<file path="src/rtl/avalon_mem_bridge_pkg.sv">
// Shared state type, limits and burst-length helper for the Avalon burst bridge.
package avalon_mem_bridge_pkg;

    typedef enum logic [1:0] {
        IDLE,
        READ,
        DRAIN
    } state_e;

    localparam int MAX_BURST_DEF  = 8;
    localparam int RD_LATENCY_MAX = 4;

    function automatic logic [3:0] sat_burst(
        input logic [3:0] bc,
        input int         max_burst
    );
        logic [3:0] n;
        if (bc == 4'd0) begin
            n = 4'd1;
        end else if (int'(bc) > max_burst) begin
            n = 4'(max_burst);
        end else begin
            n = bc;
        end
        return n;
    endfunction

endpackage

</file>
<file path="src/rtl/avalon_rd_latency_pipe.sv">
// Valid shift register matching the backend read latency.
// empty: nothing would remain in flight after this cycle's shift.
module avalon_rd_latency_pipe #(
    parameter int RD_LATENCY = 2
) (
    input  logic clk,
    input  logic rst,
    input  logic load,
    output logic valid,
    output logic empty
);

    logic [RD_LATENCY-1:0] v_q;
    logic [RD_LATENCY-1:0] v_d;

    always_comb begin
        v_d    = '0;
        v_d[0] = load;
        for (int i = 1; i < RD_LATENCY; i++) begin
            v_d[i] = v_q[i-1];
        end
    end

    always_ff @(posedge clk) begin
        if (rst) begin
            v_q <= '0;
        end else begin
            v_q <= v_d;
        end
    end

    assign valid = v_q[RD_LATENCY-1];

    // The tail leaves this cycle, so only the younger stages matter.
    always_comb begin
        empty = 1'b1;
        for (int i = 0; i < RD_LATENCY - 1; i++) begin
            if (v_q[i]) begin
                empty = 1'b0;
            end
        end
    end

endmodule

</file>
<file path="src/rtl/avalon_burst_mem_bridge.sv">
// Avalon-MM slave to word-wide backend RAM bridge with read-burst sequencing.
// Optional perf counters: define AVALON_MEM_BRIDGE_STATS_EN.
module avalon_burst_mem_bridge
    import avalon_mem_bridge_pkg::*;
#(
    parameter int RD_LATENCY = 2,
    parameter int MAX_BURST  = MAX_BURST_DEF
) (
    input  logic        clk,
    input  logic        rst,
    input  logic [31:2] avs_address,
    input  logic [31:0] avs_writedata,
    input  logic [3:0]  avs_byteenable,
    input  logic [3:0]  avs_burstcount,
    input  logic        avs_write,
    input  logic        avs_read,
    output logic        avs_waitrequest,
    output logic        avs_readdatavalid,
    output logic [31:0] avs_readdata,
    output logic [31:2] mem_addr,
    output logic [31:0] mem_wdata,
    output logic [3:0]  mem_be,
    output logic        mem_we,
    output logic        mem_re,
    input  logic        mem_ready,
    input  logic [31:0] mem_rdata,
    output logic [31:0] stat_rd_beats,
    output logic [31:0] stat_wr_beats,
    output logic [31:0] stat_stall_cycles
);

    state_e      state_q;
    state_e      state_d;
    logic [31:2] addr_q;
    logic [31:2] addr_d;
    logic [3:0]  rem_q;
    logic [3:0]  rem_d;
    logic [3:0]  burst_len;
    logic        pipe_valid;
    logic        pipe_empty;

    assign avs_waitrequest = rst | ~(state_q == IDLE & mem_ready);
    assign mem_wdata       = avs_writedata;
    assign burst_len       = sat_burst(avs_burstcount, MAX_BURST);

    always_comb begin
        state_d  = state_q;
        addr_d   = addr_q;
        rem_d    = rem_q;
        mem_we   = 1'b0;
        mem_re   = 1'b0;
        mem_addr = addr_q;
        mem_be   = 4'hF;
        if (!rst) begin
            unique case (state_q)
                IDLE: begin
                    mem_addr = avs_address;
                    if (mem_ready && avs_write) begin
                        mem_we = 1'b1;
                        mem_be = avs_byteenable;
                    end else if (mem_ready && avs_read) begin
                        mem_re  = 1'b1;
                        addr_d  = avs_address + 30'd1;
                        rem_d   = burst_len - 4'd1;
                        state_d = (burst_len > 4'd1) ? READ : DRAIN;
                    end
                end
                READ: begin
                    mem_re = 1'b1;
                    if (mem_ready) begin
                        addr_d = addr_q + 30'd1;
                        rem_d  = rem_q - 4'd1;
                        if (rem_q == 4'd1) begin
                            state_d = DRAIN;
                        end
                    end
                end
                DRAIN: begin
                    if (pipe_empty) begin
                        state_d = IDLE;
                    end
                end
                default: state_d = IDLE;
            endcase
        end
    end

    always_ff @(posedge clk) begin
        if (rst) begin
            state_q <= IDLE;
            addr_q  <= '0;
            rem_q   <= '0;
        end else begin
            state_q <= state_d;
            addr_q  <= addr_d;
            rem_q   <= rem_d;
        end
    end

    avalon_rd_latency_pipe #(
        .RD_LATENCY(RD_LATENCY)
    ) u_pipe (
        .clk  (clk),
        .rst  (rst),
        .load (mem_re & mem_ready),
        .valid(pipe_valid),
        .empty(pipe_empty)
    );

    // Beats still in the pipe when reset hits are dropped.
    assign avs_readdatavalid = pipe_valid & ~rst;
    assign avs_readdata      = mem_rdata;

`ifdef AVALON_MEM_BRIDGE_STATS_EN
    logic [31:0] rd_cnt_q;
    logic [31:0] rd_cnt_d;
    logic [31:0] wr_cnt_q;
    logic [31:0] wr_cnt_d;
    logic [31:0] stall_cnt_q;
    logic [31:0] stall_cnt_d;
    logic        pending;

    always_comb begin
        pending = (state_q == IDLE && (avs_read || avs_write))
                  || state_q == READ;
        rd_cnt_d    = rd_cnt_q + {31'd0, avs_readdatavalid};
        wr_cnt_d    = wr_cnt_q + {31'd0, mem_we & mem_ready};
        stall_cnt_d = stall_cnt_q
                      + {31'd0, pending & ~mem_ready & ~rst};
    end

    always_ff @(posedge clk) begin
        if (rst) begin
            rd_cnt_q    <= '0;
            wr_cnt_q    <= '0;
            stall_cnt_q <= '0;
        end else begin
            rd_cnt_q    <= rd_cnt_d;
            wr_cnt_q    <= wr_cnt_d;
            stall_cnt_q <= stall_cnt_d;
        end
    end

    assign stat_rd_beats     = rd_cnt_q;
    assign stat_wr_beats     = wr_cnt_q;
    assign stat_stall_cycles = stall_cnt_q;
`else
    assign stat_rd_beats     = '0;
    assign stat_wr_beats     = '0;
    assign stat_stall_cycles = '0;
`endif

endmodule

</file>
<file path="config.mk">
export PLATFORM = sky130hd
export DESIGN_NAME = avalon_burst_mem_bridge
export DESIGN_NICKNAME = d
export VERILOG_FILES = /design/src/rtl/avalon_mem_bridge_pkg.sv /design/src/rtl/avalon_rd_latency_pipe.sv /design/src/rtl/avalon_burst_mem_bridge.sv
export SDC_FILE = /design/constraint.sdc
export NUM_CORES = 1
export LEC_CHECK = 0
export CORE_AREA = 2 2 118 120
export DETAILED_ROUTE_END_ITERATION = 7
export DIE_AREA = 0 0 120 122
export PLACE_DENSITY = 0.79
export SETUP_SLACK_MARGIN = 0.4
export SYNTH_ARGS = -nofsm -noshare
export SYNTH_HDL_FRONTEND = slang
export SYNTH_HIERARCHICAL = 1
export SYNTH_SLANG_ARGS = --single-unit
export TNS_END_PERCENT = 10
</file>
<file path="constraint.sdc">
create_clock -name clk -period 7.2 [get_ports clk]
set_input_delay 2.16 -clock clk [delete_from_list [all_inputs] [get_ports clk]]
set_output_delay 2.16 -clock clk [all_outputs]
set_load 0.1 [all_outputs]
</file>
## Word level (Yosys, flattened, before mapping)

Index checks and enable logic that the tools add are counted.

- Output and inout port bits: 198
- Word-level logic and storage cells: 60
- Register bits after elaboration: 38
- Input bits: 107

- Magnitude comparators: 2
- Multiplexer cells: 29
- Bitwise operators: 6
- Eq/ne operators: 8
- Reductions and logical operators: 7
- Add/sub/neg operators: 4

Operators with widths:

| kind | count |
|---|---|
| 30-bit two-way mux | 5 |
| 30-bit by 1-bit adder with 30-bit output, second input constant | 2 |
| 30-bit one-hot mux with 2 select lines | 1 |
| 4-bit two-way mux | 8 |
| 2-bit two-way mux | 6 |
| 2-bit inequality test, second input constant | 4 |
| 4-bit one-hot mux with 2 select lines | 1 |
| 4-bit by 1-bit subtractor with 4-bit output, second input constant | 2 |
| 1-bit two-way mux | 6 |
| 2-bit one-hot mux with 3 select lines | 1 |
| 5-bit AND reduction | 1 |
| 4-bit by 1-bit == test with 1-bit output, second input constant | 1 |
| 4-bit by 1-bit greater-than comparator with 1-bit output, second input constant | 1 |
| 4-bit greater-than comparator, second input constant | 1 |
| 4-bit zero test | 1 |
| 4-bit AND reduction | 1 |
| 1-bit AND | 3 |
| 2-bit by 1-bit == test with 1-bit output, second input constant | 1 |
| 2-bit == test, second input constant | 1 |
| 1-bit logical AND | 2 |
| 2-bit zero test | 1 |
| 2-bit by 1-bit inequality test with 1-bit output, second input constant | 1 |
| 1-bit inverter | 2 |
| 1-bit one-hot mux with 2 select lines | 1 |
| 2 further kinds | 2 |

## Longest topological paths before layout

- Word-level depth: 8
- Gate-level depth with buffers: 16
- Mapped depth without buffers: 12

## Cells and area by module

The synthesis kept the hierarchy.

By module, submodules not included:

| module | instances | cells an instance | area each (um^2) | seq. area each (um^2) |
|---|---|---|---|---|
| avalon_burst_mem_bridge | 1 | 628 | 4,732.0 | 720.7 |
| avalon_rd_latency_pipe | 1 | 5 | 58.8 | 40.0 |

## Least setup slack after synthesis

OpenSTA, ideal clock, no wires.

- Path type: in2out
- From: input avs_read
- To: output mem_re
- Data required time: 5,040 ps
- Stages: 3
- Buffers on the path: 0
- Slack: 508 ps
- Data arrival time: 4,532 ps
- Cells stage by stage: nor2b_1 > a21oi_1 > nor3_1

- Word-level cells in the longest chain between the ends: 5

Ends and longest elaborated chain:

| what | line | RTL |
|---|---|---|
| start, declared | avalon_burst_mem_bridge.sv:16 | `input logic avs_read,` |
| 1-bit logical AND | avalon_burst_mem_bridge.sv:61 | `end else if (mem_ready && avs_read) begin` |
| 1-bit two-way mux | avalon_burst_mem_bridge.sv:61 |  |
| 1-bit two-way mux | avalon_burst_mem_bridge.sv:58 | `if (mem_ready && avs_write) begin` |
| 1-bit one-hot mux with 2 select lines | avalon_burst_mem_bridge.sv:55 | `unique case (state_q)` |
| 1-bit two-way mux | avalon_burst_mem_bridge.sv:54 | `if (!rst) begin` |
| end, declared | avalon_burst_mem_bridge.sv:24 | `output logic mem_re,` |

Every way passes these cells.

## Worst setup path in the final report

- From: input rst
- To: output mem_be[1]

- Word-level cells in the longest chain between the ends: 1

Ends and longest elaborated chain:

| what | line | RTL |
|---|---|---|
| start, declared | avalon_burst_mem_bridge.sv:10 | `input logic rst,` |
| 4-bit two-way mux | avalon_burst_mem_bridge.sv:54 |  |
| end, declared | avalon_burst_mem_bridge.sv:22 | `output logic [3:0] mem_be,` |

Every way passes these cells.

==> flow_metrics.py <==
metrics = {
    "timing": {
        "hold_viol_final": 0,
        "setup_viol": 0,
        "timing.final.ws_setup_ns": 1.106,
        "clock_skew_ns": 0.005688,
        "layout_min_cycle_time_ns": 6.094,
        "fmaxAchievable_mhz": 164.1,
        "worstMarginPinSlew_ns": 0.9032,
        "max-slew-margin-rel_pct": 39.79,
        "post-route-period-util_pct": 84.64,
        "hold_slack_ns": 0.4702,
        "slew_viol_final": 0,
        "rsz0062_at_grt": "no",
        "timing.setup.tns_ns": 0,
    },
    "job": {
        "maxCapViolations": 0,
    },
    "synthesis": {
        "ys_top_cells_by_area": "buf_4 25%, dfxtp_1 16%, mux2_2 8.2%, nand2_1 6.3%, mux2i_1 4.6%",
        "synth_most_common_cell": "buf_4",
        "synth_top_area_share_pct": 25.07,
        "synth_cell_types": 67,
        "synthTopCellsByCount": "160 x buf_4, 81 x nand2_1, 38 x dfxtp_1, 36 x nor2_1, 35 x mux2_2",
        "synth_edf_count": 0,
        "avgSynthCellArea_sq_um": 7.568,
        "ys_warn_count": 6,
        "ys_seq_elements": 38,
        "synth_cells": 633,
        "syn_area_sq_um": 4791,
        "ys_seq_area_share_pct": 15.88,
        "synth_ff_type": "dfxtp_1",
        "synthArstFlopShare_pct": 0,
        "synth_top_cell_by_area": "buf_4",
    },
    "pwr": {
        "internal_power_w": 0.0004948,
        "p_clk_share_pct": 21.9,
        "p_leak_nw": 2.171,
        "pwr_density_cell_nw_per_um2": 192.9,
        "p_sw_w": 0.0005461,
        "p_seq_share_pct": 22.7,
        "switching_share_pct": 52.47,
        "p_comb_share_pct": 55.4,
        "peakVddDrop_mv": 0.07240,
    },
    "critical_path": {
        "r2r-end": "addr_q[22]$_SDFFE_PP0P_",
        "r2r_setup_slack_ns": 3.33,
        "r2r-start": "state_q[1]$_SDFFE_PP0P_",
        "end_kind": "output port",
        "crit_required_ns": 5.04,
        "worstSetupEndpoint": "mem_be[1]",
        "setup.worst_path.start_class": "primary input",
        "reg2reg_depth": 11,
        "critical_path.max_fanout": 32,
        "crit_start": "rst",
        "crit_type": "primary input to output port",
        "arrival_ns": 3.93,
    },
    "finish": {
        "num_antenna_cells": 0,
        "layout-drive-gt1-share_pct": 18.35,
        "fin_nets": 743,
        "syn_to_final_growth_pct": 12.61,
        "final_cell_count_no_fill": 812,
        "fillers": 1369,
    },
    "drt": {
        "num_vias": 4106,
        "first_pass_iters": 5,
        "ant_nets": 0,
        "drc": 0,
        "drt-initial-drc-count": 172,
        "post_drt_wl_per_cell_microns": 15.24,
        "via_per_inst": 5.057,
        "drt_wl_total_microns": 12380,
    },
    "grt": {
        "grt_pass1_wl_microns": 19410,
        "grt_pass1_vias": 3783,
        "grt_max_degree": 72,
        "grt_overflow": 0,
        "grt_usage_pct": 16.32,
        "antenna_found_initial": 0,
    },
    "placed_design": {
        "pre_cts_slack_ns": 1.063,
        "place_congestion": 0.7937,
        "portBuffers": 80,
        "dp.cells": 804,
        "dpl.hpwl_microns": 8686,
    },
    "clock_tree": {
        "cts_made_buffers": 5,
        "ctsHoldBuffers": 0,
        "cts_sinks": 38,
        "cts_resized": 0,
        "clockRootBuffer": "clkbuf_16",
        "htree_levels": 2,
        "cts.path.max_buffers": 2,
        "cts_tree": "built",
        "worstSkewPairLatency_ns": 0.28,
        "post_cts_buffers": 0,
        "clk_pin_slew_worst_paths_ns": 0.06,
    },
    "die": {
        "dieArea_sq_um": 14640,
        "die_x_microns": 120,
        "coreArea_sq_um": 13500,
        "io_pins": 305,
        "die_y_microns": 122,
        "rows": 43,
        "initial_utilization_pct": 35.48,
    },
    "status": {
        "outcome": "completed",
    },
    "worst_hold_path": {
        "hold_path.class": "flop to flop",
    },
}
[registers in the layout (all words and copies together) (netlist names)]
name and flops:
addr_q 30, rem_q 4, state_q 2, u_pipe/v_q 2
[worst max-delay path, stage by stage]
cell and delay (ns):
clkdlybuf4s50_1 0.44, nor3_2 0.11, buf_4 0.41, nand3_1 0.26
or2_2 0.37, buf_12 0.18
[metal layers]
metal / track usage, % / up-vias / routed length [microns]
met2: 27.02 / 217 / 5786
met4: 7.353 / 0 / 345
li1: - / 1960 / -
met3: 3.652 / 40 / 863
met1: 20.23 / 1889 / 5382
met5: 0 / - / 0
[power by group through the flow]
stage	combinational [W]	sequential (W)	clock, W
6_report	0.000576	0.000236	0.000228
3_3_place_gp	0.000572	0.000240	0
2_1_floorplan	0.000656	0.000235	0
4_1_cts	0.000576	0.000236	0.000234
3_5_place_dp	0.000575	0.000241	0
5_1_grt	0.000598	0.000239	0.000244
[cell families after synthesis]
logic type      Yosys count  synth area share, %
buf+inv                 196                28.57
fa+ha+maj                 5                1.306
simple gates            207                22.80
flops                    38                15.88
mux                      60                13.89
other cells               1              0.07827
xor+xnor                  5               0.9140
compound gates          121                16.56
[per-stage QoR]
stage	utilization [%]	power [W]	instance area, sq um
after floorplan	-	0.0008911	5147
after global placement	38.86	0.0008120	5248
after detailed placement	38.86	0.0008153	5248
after CTS	39.95	0.001046	5395
after global routing	39.95	0.001080	5395
final	39.95	0.001041	5395
[how the worst min path moves through the flow]
stage | start | endpoint | slack (ns) | cells after the start
finish | u_pipe/v_q[0]$_SDFF_PP0_ | u_pipe/v_q[1]$_SDFF_PP0_ | 0.47 | 1
global route | addr_q[9]$_SDFFE_PP0P_ | addr_q[9]$_SDFFE_PP0P_ | 0.50 | 2
CTS | u_pipe/v_q[0]$_SDFF_PP0_ | u_pipe/v_q[1]$_SDFF_PP0_ | 0.47 | 1
detailed placement | u_pipe/v_q[0]$_SDFF_PP0_ | u_pipe/v_q[1]$_SDFF_PP0_ | 0.45 | 1
global placement | u_pipe/v_q[0]$_SDFF_PP0_ | u_pipe/v_q[1]$_SDFF_PP0_ | 0.45 | 1
floorplan | u_pipe/v_q[0]$_SDFF_PP0_ | u_pipe/v_q[1]$_SDFF_PP0_ | 0.44 | 1
[placed cells by master, fill, tap and decap left out, types with 3 or more instances in the layout]
cell	netlist	layout
conb_1	1	96
nand2_1	81	81
clkdlybuf4s50_1	0	42
dfxtp_1	38	38
buf_12	0	37
nor2_1	36	36
mux2_2	35	35
o21ai_0	30	30
a21oi_1	29	29
nand3_1	22	22
mux2i_1	22	22
a31oi_1	18	18
o2111ai_1	10	10
nor3_1	9	8
or2_2	7	7
nor2b_1	8	7
o211ai_1	7	7
buf_4	160	7
inv_1	6	6
and3_1	6	6
nand4_1	5	5
xnor2_1	5	5
nand3b_1	5	5
ha_1	5	5
clkbuf_16	0	5
nor4_1	4	4
a21o_1	3	3
a211oi_1	3	3
o22ai_1	3	3
[layout make-up]
cell class / count / area, sq um / share of cell area [%]
clock inverter: 1 / 5.005 / 0.09276
inverter: 6 / 22.52 / 0.4174
timing repair buffer: 86 / 1214 / 22.50
multi-input combinational: 494 / 3025 / 56.08
clock buffer: 7 / 142.6 / 2.644
sequential: 38 / 760.7 / 14.10
tap: 180 / 225.2 / 4.174
No activity file was read; power rests on OpenSTA's default activity.
